[src/rtl/alu_pkg.sv]
// alu_pkg: op codes, op width and FSM state encoding shared by the serial ALU
package alu_pkg;
    localparam int OP_W = 3;
    typedef enum logic [OP_W-1:0] {
        OP_ADD = 3'b000,
        OP_SUB = 3'b001,
        OP_AND = 3'b010,
        OP_OR  = 3'b011,
        OP_XOR = 3'b100
    } op_e;
    typedef enum logic [1:0] {
        S_IDLE = 2'd0,
        S_RUN  = 2'd1,
        S_DONE = 2'd2
    } state_e;
endpackage

[src/rtl/full_adder1.sv]
// full_adder1: single-bit full adder
// Ports: a, b, cin -> s (sum), cout (carry out)
module full_adder1 (
    input  logic a,
    input  logic b,
    input  logic cin,
    output logic s,
    output logic cout
);
    assign s    = a ^ b ^ cin;
    assign cout = (a & b) | (cin & (a ^ b));
endmodule

[src/rtl/bit_serial_alu.sv]
// bit_serial_alu: WIDTH-cycle LSB-first serial ALU (ADD/SUB/AND/OR/XOR) with valid/ready handshakes
// Ports: clk, rst_n (sync, active-low); in_valid/in_ready, op, a, b accept an operation;
//        out_valid/out_ready retire result, carry_out, overflow, zero.
module bit_serial_alu
    import alu_pkg::*;
#(
    parameter int WIDTH = 8
) (
    input  logic             clk,
    input  logic             rst_n,
    input  logic             in_valid,
    output logic             in_ready,
    input  logic [OP_W-1:0]  op,
    input  logic [WIDTH-1:0] a,
    input  logic [WIDTH-1:0] b,
    output logic             out_valid,
    input  logic             out_ready,
    output logic [WIDTH-1:0] result,
    output logic             carry_out,
    output logic             overflow,
    output logic             zero
);
    localparam int CW = $clog2(WIDTH);

    state_e           state_q, state_d;
    logic [CW-1:0]    cnt_q, cnt_d;
    logic             carry_q, carry_d;
    logic [WIDTH-1:0] a_q, a_d, b_q, b_d, acc_q, acc_d;
    logic [OP_W-1:0]  op_q, op_d;
    logic [WIDTH-1:0] result_q, result_d;
    logic             carry_out_q, carry_out_d;
    logic             overflow_q, overflow_d;
    logic             zero_q, zero_d;

    logic ari, fa_b, fa_s, fa_cout, bit_r, last;

    assign ari  = (op_q == OP_ADD) || (op_q == OP_SUB);
    assign fa_b = b_q[0] ^ (op_q == OP_SUB);
    assign last = cnt_q == CW'(WIDTH - 1);

    full_adder1 u_fa (
        .a    (a_q[0]),
        .b    (fa_b),
        .cin  (carry_q),
        .s    (fa_s),
        .cout (fa_cout)
    );

    // reserved op codes fall through to a constant 0 bit
    assign bit_r = ari                ? fa_s :
                   (op_q == OP_AND)   ? a_q[0] & b_q[0] :
                   (op_q == OP_OR)    ? a_q[0] | b_q[0] :
                   (op_q == OP_XOR)   ? a_q[0] ^ b_q[0] : 1'b0;

    always_comb begin
        state_d     = state_q;
        cnt_d       = cnt_q;
        carry_d     = carry_q;
        a_d         = a_q;
        b_d         = b_q;
        op_d        = op_q;
        acc_d       = acc_q;
        result_d    = result_q;
        carry_out_d = carry_out_q;
        overflow_d  = overflow_q;
        zero_d      = zero_q;
        if (state_q == S_IDLE && in_valid) begin
            a_d     = a;
            b_d     = b;
            op_d    = op;
            cnt_d   = '0;
            carry_d = (op == OP_SUB);
            state_d = S_RUN;
        end else if (state_q == S_RUN) begin
            // operands shift right so bit 0 is always the bit under process
            a_d     = a_q >> 1;
            b_d     = b_q >> 1;
            acc_d   = {bit_r, acc_q[WIDTH-1:1]};
            carry_d = ari ? fa_cout : 1'b0;
            cnt_d   = cnt_q + 1'b1;
            if (last) begin
                state_d     = S_DONE;
                result_d    = acc_d;
                carry_out_d = carry_d;
                // carry_q is the carry into the MSB at this point
                overflow_d  = ari & (carry_q ^ fa_cout);
                zero_d      = (acc_d == '0);
            end
        end else if (state_q == S_DONE && out_ready) begin
            state_d = S_IDLE;
        end
    end

    always_ff @(posedge clk) begin
        if (!rst_n) begin
            state_q     <= S_IDLE;
            cnt_q       <= '0;
            carry_q     <= 1'b0;
            a_q         <= '0;
            b_q         <= '0;
            op_q        <= '0;
            acc_q       <= '0;
            result_q    <= '0;
            carry_out_q <= 1'b0;
            overflow_q  <= 1'b0;
            zero_q      <= 1'b0;
        end else begin
            state_q     <= state_d;
            cnt_q       <= cnt_d;
            carry_q     <= carry_d;
            a_q         <= a_d;
            b_q         <= b_d;
            op_q        <= op_d;
            acc_q       <= acc_d;
            result_q    <= result_d;
            carry_out_q <= carry_out_d;
            overflow_q  <= overflow_d;
            zero_q      <= zero_d;
        end
    end

    assign in_ready  = (state_q == S_IDLE);
    assign out_valid = (state_q == S_DONE);
    assign result    = result_q;
    assign carry_out = carry_out_q;
    assign overflow  = overflow_q;
    assign zero      = zero_q;
endmodule

[config.mk]
export PLATFORM = sky130hd
export DESIGN_NAME = bit_serial_alu
export DESIGN_NICKNAME = d
export VERILOG_FILES = /design/src/rtl/alu_pkg.sv /design/src/rtl/full_adder1.sv /design/src/rtl/bit_serial_alu.sv
export SDC_FILE = /design/constraint.sdc
export NUM_CORES = 1
export LEC_CHECK = 0
export CORE_MARGIN = 1
export CORE_UTILIZATION = 50
export CTS_BUF_LIST = sky130_fd_sc_hd__clkbuf_16
export DETAILED_ROUTE_END_ITERATION = 10
export PLACE_DENSITY = 0.77
export SYNTH_ARGS = -nofsm -noshare
export SYNTH_HDL_FRONTEND = slang
export SYNTH_SLANG_ARGS = --single-unit
[constraint.sdc]
create_clock -name clk -period 2.35 [get_ports clk]
set_clock_uncertainty 0.1 [all_clocks]
set_input_delay 0.47 -clock clk [delete_from_list [all_inputs] [get_ports clk]]
set_output_delay 0.47 -clock clk [all_outputs]
set_load 0.01 [all_outputs]
# Word level (Yosys, flattened, before mapping)
# Cells that the tools add are included.
# Widths: inputs -> output; s select.
[word_totals]
word_cells = 65
regBits = 44
output_inout_bits = 13
[classes]
bitwise = 13
muxes = 15
n_eq_ne = 10
reduce_logical = 14
addsub = 1
[op_table]
columns = ["operator", "n"]
rows = [
  ["$mux 8", 4],
  ["$logic_not 8->1", 1],
  ["$mux 1", 8],
  ["$eq 3x1->1 const B", 2],
  ["$eq 3x2->1 const B", 2],
  ["$eq 3x3->1 const B", 2],
  ["$mux 2", 3],
  ["$reduce_and 2->1", 3],
  ["$xor 1x1->1", 5],
  ["$and 1x1->1", 4],
  ["$reduce_bool 2->1", 2],
  ["$add 3x1->3 const B", 1],
  ["$logic_not 3->1", 1],
  ["$ne 3x3->1 const B", 1],
  ["$reduce_and 3->1", 1],
  ["$reduce_bool 3->1", 1],
  ["$eq 2x1->1 const B", 1],
  ["$eq 2x2->1 const B", 1],
  ["$logic_and 1x1->1", 2],
  ["$logic_not 2->1", 1],
  ["$ne 2x2->1 const B", 1],
  ["$not 1->1", 2],
  ["$or 1x1->1", 2],
  ["$reduce_or 2->1", 1],
  ["$logic_or 1x1->1", 1],
]

# Depth between registers and ports, before layout
[logic_depth]
depth_word = 8
depth_mapped = 7

# Hierarchy
# A second synthesis with hierarchy kept.
[unflattened]
cells_unflattened = 233
area_unflattened_um2 = 1916.8
[modules_own_cells]
columns = ["module", "instances", "cells_per_inst", "area_each_um2"]
rows = [
  ["bit_serial_alu", 1, 232, 1896.8],
  ["full_adder1", 1, 1, 20.0],
]

# Worst setup path after synthesis
# OpenSTA, ideal clock, no wires.
[synth_timing]
path_type = "register -> register"
startpoint = "register op_q[2]"
endpoint = "register zero_q, in the netlist zero"
path_buffers = 0
stages_incl_launch_ff = 8
path_slack_ns = 0.576
arrival_ns = 1.559
setup_time_ns = 0.115
cell_sequence = "dfxtp_1 > nor2_1 > nand2_1 > xnor2_1 > fa_1 > a21oi_1 > o31a_1 > a31o_1"
[synth_between]
elab_chain_len = 6
word_cells_on_any_way = 14
[synth_lines]
columns = ["item", "line", "rtl"]
rows = [
  ["start, declared", "bit_serial_alu.sv:29", "logic [OP_W-1:0] op_q, op_d;"],
  ["start signal, assigned", "bit_serial_alu.sv:113", "op_q <= op_d;"],
  ["$eq 3x3->1 or $eq 3x1->1 (tied branches)", "bit_serial_alu.sv:53, bit_serial_alu.sv:37, bit_serial_alu.sv:38", ""],
  ["$mux 1 or $xor 1x1->1 (tied branches)", "bit_serial_alu.sv:53, bit_serial_alu.sv:38", ""],
  ["$mux 1 or $xor 1x1->1 (tied branches)", "bit_serial_alu.sv:52, full_adder1.sv:10", ""],
  ["$mux 1 or $xor 1x1->1 (tied branches)", "bit_serial_alu.sv:51, full_adder1.sv:10", ""],
  ["$mux 1 (*)", "bit_serial_alu.sv:50", "assign bit_r = ari ? fa_s :"],
  ["$logic_not 8->1 (*)", "bit_serial_alu.sv:87", "zero_d = (acc_d == '0);"],
  ["end signal, assigned", "bit_serial_alu.sv:118", "zero_q <= zero_d;"],
  ["end, declared", "bit_serial_alu.sv:33", "logic zero_q, zero_d;"],
]
# Every way passes the cells marked *; elsewhere a longest branch is shown, timed or not.
# A chain may end at the register's enable or synchronous reset.

# Worst setup path after layout
[layout_timing]
startpoint = "register state_q[0]"
endpoint = "output port out_valid"
[layout_between]
elab_chain_len = 1
[layout_lines]
columns = ["item", "line", "rtl"]
rows = [
  ["start, declared", "bit_serial_alu.sv:25", "state_e state_q, state_d;"],
  ["start signal, assigned", "bit_serial_alu.sv:108", "state_q <= state_d;"],
  ["$eq 2x2->1", "bit_serial_alu.sv:123", "assign out_valid = (state_q == S_DONE);"],
  ["end, declared", "bit_serial_alu.sv:16", "output logic out_valid,"],
]
# Every way passes these cells.

==> flow_summary.rst <==
.. list-table::
   :header-rows: 1

   * - Metric
     - Value
   * - Synth area leaders
     - sky130_fd_sc_hd__dfxtp_1, sky130_fd_sc_hd__nand2_1, sky130_fd_sc_hd__o21ai_0
   * - Final worst-path cycle share
     - between 80 and 90%
   * - Std-Cell Rows
     - 22
   * - Final antenna diode count
     - 0
   * - Share of synthesized cell area in and, or, nand and nor gates
     - approximately 18%
   * - Sequential-to-total area share from yosys stat
     - 45.11%
   * - Syn Inst Count
     - 230
   * - Number of gates resized after CTS
     - 0
   * - Crit-path max FO
     - 11
   * - Minimum clock period
     - roughly 2.1 ns
   * - Max-slew violations
     - 0
   * - Timing endpoint of the critical path
     - out_valid
   * - Synth area leader
     - sky130_fd_sc_hd__dfxtp_1
   * - Total power per unit cell area
     - between 700 and 800 nW/µm²
   * - Max cap viols
     - 0
   * - Floorplan die area
     - about 4100 µm²
   * - Worst slew margin
     - 68.80%
   * - Drt wl/cell
     - roughly 13 µm
   * - TritonCTS clock tree
     - built
   * - Worst Tran Pin Value
     - roughly 0.47 ns
   * - Buffer count from post-CTS setup fixing
     - 0
   * - Number of hold violations in the final report
     - 0
   * - Vias after detailed routing
     - 1663
   * - Post-detailed-route count of antenna-violating nets
     - 0
   * - Sequential cell fraction of total power
     - 42.4%
   * - Maximum number of pins on one net before global-route repair
     - 20
   * - Routability congestion estimate from global placement
     - approximately 0.8
   * - Worst setup startpoint
     - state_q[0]
   * - Count of unresolved DRC violations after routing
     - 0
   * - Internal cell power
     - 0.001479 W
   * - Worst R2R End
     - result[7]
   * - Critical-path top delay cell
     - sky130_fd_sc_hd__clkdlybuf4s50_1
   * - Placed wire-length estimate after detailed placement
     - between 2000 and 3000 µm
   * - Nature of the critical path startpoint
     - register
   * - Clock Path Buffers
     - 2
   * - Portion of total power attributed to the clock network
     - a little under half
   * - Height of the die
     - roughly 64 µm
   * - Overall die width
     - ~64 µm
   * - Kind of cell adding the most delay to the critical path
     - buffers and inverters
   * - Net Count, Synth
     - between 200 and 300
   * - Signal arrival time at the worst endpoint
     - about 1.5 ns
   * - XOR/XNOR share of the synthesized area
     - less than 1%
   * - Lkg Pwr
     - roughly 0.94 nW
   * - Number of buffers added to fix hold violations after cts
     - 0
   * - CTS sink count
     - 43
   * - Antenna violations before repair
     - 0
   * - All-Layer GR Usage
     - 22.02%
   * - Number of nets at the end of the flow
     - 292
   * - Power dissipated by switching net loads
     - around 0.00040 W
   * - Finished layout cell area
     - between 2000 and 2500 µm²
   * - Mux cell area share after synthesis
     - less than 1%
   * - Worst hold path cell count
     - 2
   * - Data required time at the worst endpoint
     - roughly 1.8 ns
   * - Critical path capture point type
     - output port
   * - Origin of the critical flop-to-flop path
     - op_q[2]
   * - Area fraction of the dominant cell type after synthesis
     - between 40% and 50%
   * - Main combinational cell family by area after synthesis
     - compound AO/OA/AOI/OAI gates
   * - Core Box Area
     - 3661 µm²
   * - Mean Syn Cell Area
     - just over 8 µm²
   * - Clock latency at the later pin of the worst-skew pair
     - around 0.28 ns
   * - Count of H-tree levels built during CTS
     - 2
   * - Global-route wire length before repair
     - approximately 6900 µm
   * - Crit. path cell count
     - 3
   * - Switching Share
     - a little over a fifth
   * - Clock Root Buffer
     - sky130_fd_sc_hd__clkbuf_16
   * - Class of the tightest hold or removal check
     - register to register
   * - Peak VDD IR
     - 0.5647 mV
   * - Type of the worst setup path
     - register to output port
   * - Worst reg2reg path depth
     - 7
   * - Result of the run
     - complete, no violations
   * - Combinational share of power
     - between 10% and 20%
   * - Critical path buffer and inverter count
     - 2
   * - Setup repair after global routing missed its margin
     - no
   * - Number of input and output port buffers inserted
     - 35
   * - Compound-cell area share of the yosys netlist
     - roughly a quarter
   * - Number of ports placed on the die boundary
     - 36
   * - Standard cell area after detailed placement
     - around 2300 µm²
   * - DRT iter0 DRCs
     - 71
   * - Fraction of the mapped netlist area in adder cells
     - under 10%
   * - Post-synth cell types
     - 36
   * - Clock slew seen by the registers of the worst setup and hold paths
     - 0.06 ns
   * - Starting Density
     - a little over half
   * - Syn-to-layout area delta
     - 29.84%
   * - Total CTS buffers
     - 5
   * - Maximum clock frequency
     - just under 500 MHz
   * - Slack of the worst reg-to-reg path
     - around 0.39 ns
   * - Number of synthesized register bits
     - 43
   * - Post-DR vias/cell
     - 5.313
   * - Detailed Routing Iterations Pass 1
     - 4
   * - Number of synthesis warnings
     - 0
   * - Summed negative setup slack over all endpoints
     - 0 ns
   * - Layout cells sized above 1
     - 7.170%
   * - Congestion Overflow GR
     - 0
   * - Number of global-route vias before repair
     - roughly 1500
   * - Final WL
     - 3964 µm
   * - List of cells traversed by the critical path
     - buf_4, nor2_1, clkdlybuf4s50_1
   * - Summed instance area of the synthesized netlist
     - around 1900 µm²
   * - Number of setup violations in the final report
     - 0
   * - Largest stage delay on the critical path
     - 0.54 ns
[tightest hold or removal path: stages (launching register included)]
cell and delay [ns]:
sky130_fd_sc_hd__dfxtp_1 0.30, sky130_fd_sc_hd__nand2_1 0.04, sky130_fd_sc_hd__a21boi_0 0.06
[state kept, by name, summed over array words and instances (netlist names)]
signal and count:
carry_q 1, result 8, a_q 8, zero 1, op_q 3, b_q 8, state_q 2, overflow 1
carry_out 1, cnt_q 3, acc_q 7
[through the flow]
step / cells / setup slack [ns] / util (%) / total power [W] / hold slack, ns
floorplan: 230 / 0.5755 / - / 0.0009420 / 0.3591
global placement: 305 / 0.4604 / 62.51 / 0.001016 / 0.3418
detailed placement: 305 / 0.3943 / 62.51 / 0.001018 / 0.3554
CTS: 313 / 0.2564 / 67.67 / 0.001887 / 0.3634
global route: 313 / 0.2090 / 67.67 / 0.001959 / 0.3818
finish: 313 / 0.2822 / 67.67 / 0.001877 / 0.3592
[synthesized netlist by cell type (all sizes together)]
library cell	instances
nor2	15
inv	6
nor2b	5
xnor2	1
fa	1
ha	4
mux2i	1
o31a	1
and2	2
clkbuf	4
nor4bb	1
nand2b	2
nor4	2
o211a	2
nor3b	1
buf	12
nand2	43
and3	1
o22ai	6
o21a	1
dfxtp	43
a31o	1
a21oi	19
xor2	1
a21boi	18
nand3	2
a22oi	4
o21ai	31
[worst min-delay path by stage]
stage,start,end,slack (ns)
floorplan,acc_q[7],result[6],0.36
finish,result[5],result[5],0.36
global route,result[5],result[5],0.38
global placement,carry_out,carry_out,0.34
CTS,overflow,overflow,0.36
detailed placement,overflow,overflow,0.36
[layer usage]
layer  wire length [µm]  up-vias  global-route usage (%)
li1                   -      856                       -
met1               1879      768                   28.89
met2               1857       33                   34.71
met3                169        6                   5.893
met4                 57        0                   7.670
met5                  0        -                       0
[cells in the final DEF (no fill, tap or decap), drive strengths merged, types with 2 or more instances in the layout]
master / instances
nand2: 43
nand2b: 2
a21boi: 18
nor2: 15
ha: 4
buf: 8
clkbuf: 5
o211a: 2
o21ai: 31
dfxtp: 43
clkdlybuf4s50: 35
a22oi: 4
nor4: 2
o22ai: 6
nor2b: 5
nand3: 2
bufinv: 2
and2: 2
inv: 7
a21oi: 19
[power by group through the flow]
stage	clock network [W]	registers, W	logic [W]
after floorplan	0	0.000802	0.000140
after global placement	0	0.000810	0.000206
after detailed placement	0	0.000811	0.000208
after CTS	0.000880	0.000796	0.000211
after global routing	0.000921	0.000801	0.000237
final	0.000871	0.000796	0.000210
[area by class of cell]
cell class	count	area, µm²
Timing Repair Buffer	43	410.4
Inverter	6	22.52
Clock buffer	5	125.1
Tap cell	48	60.06
Fill cell	291	1184
Clock inverter	3	63.81
Multi-Input combinational cell	165	934.6
Sequential cell	43	860.8
[logic make-up after synthesis]
kind of cell / count (synthesis)
compound gates: 83
xor+xnor: 2
fa+ha+maj: 5
buf+inv: 22
flops: 43
mux: 1
simple gates: 74
Power figures use the tool's default switching activity.
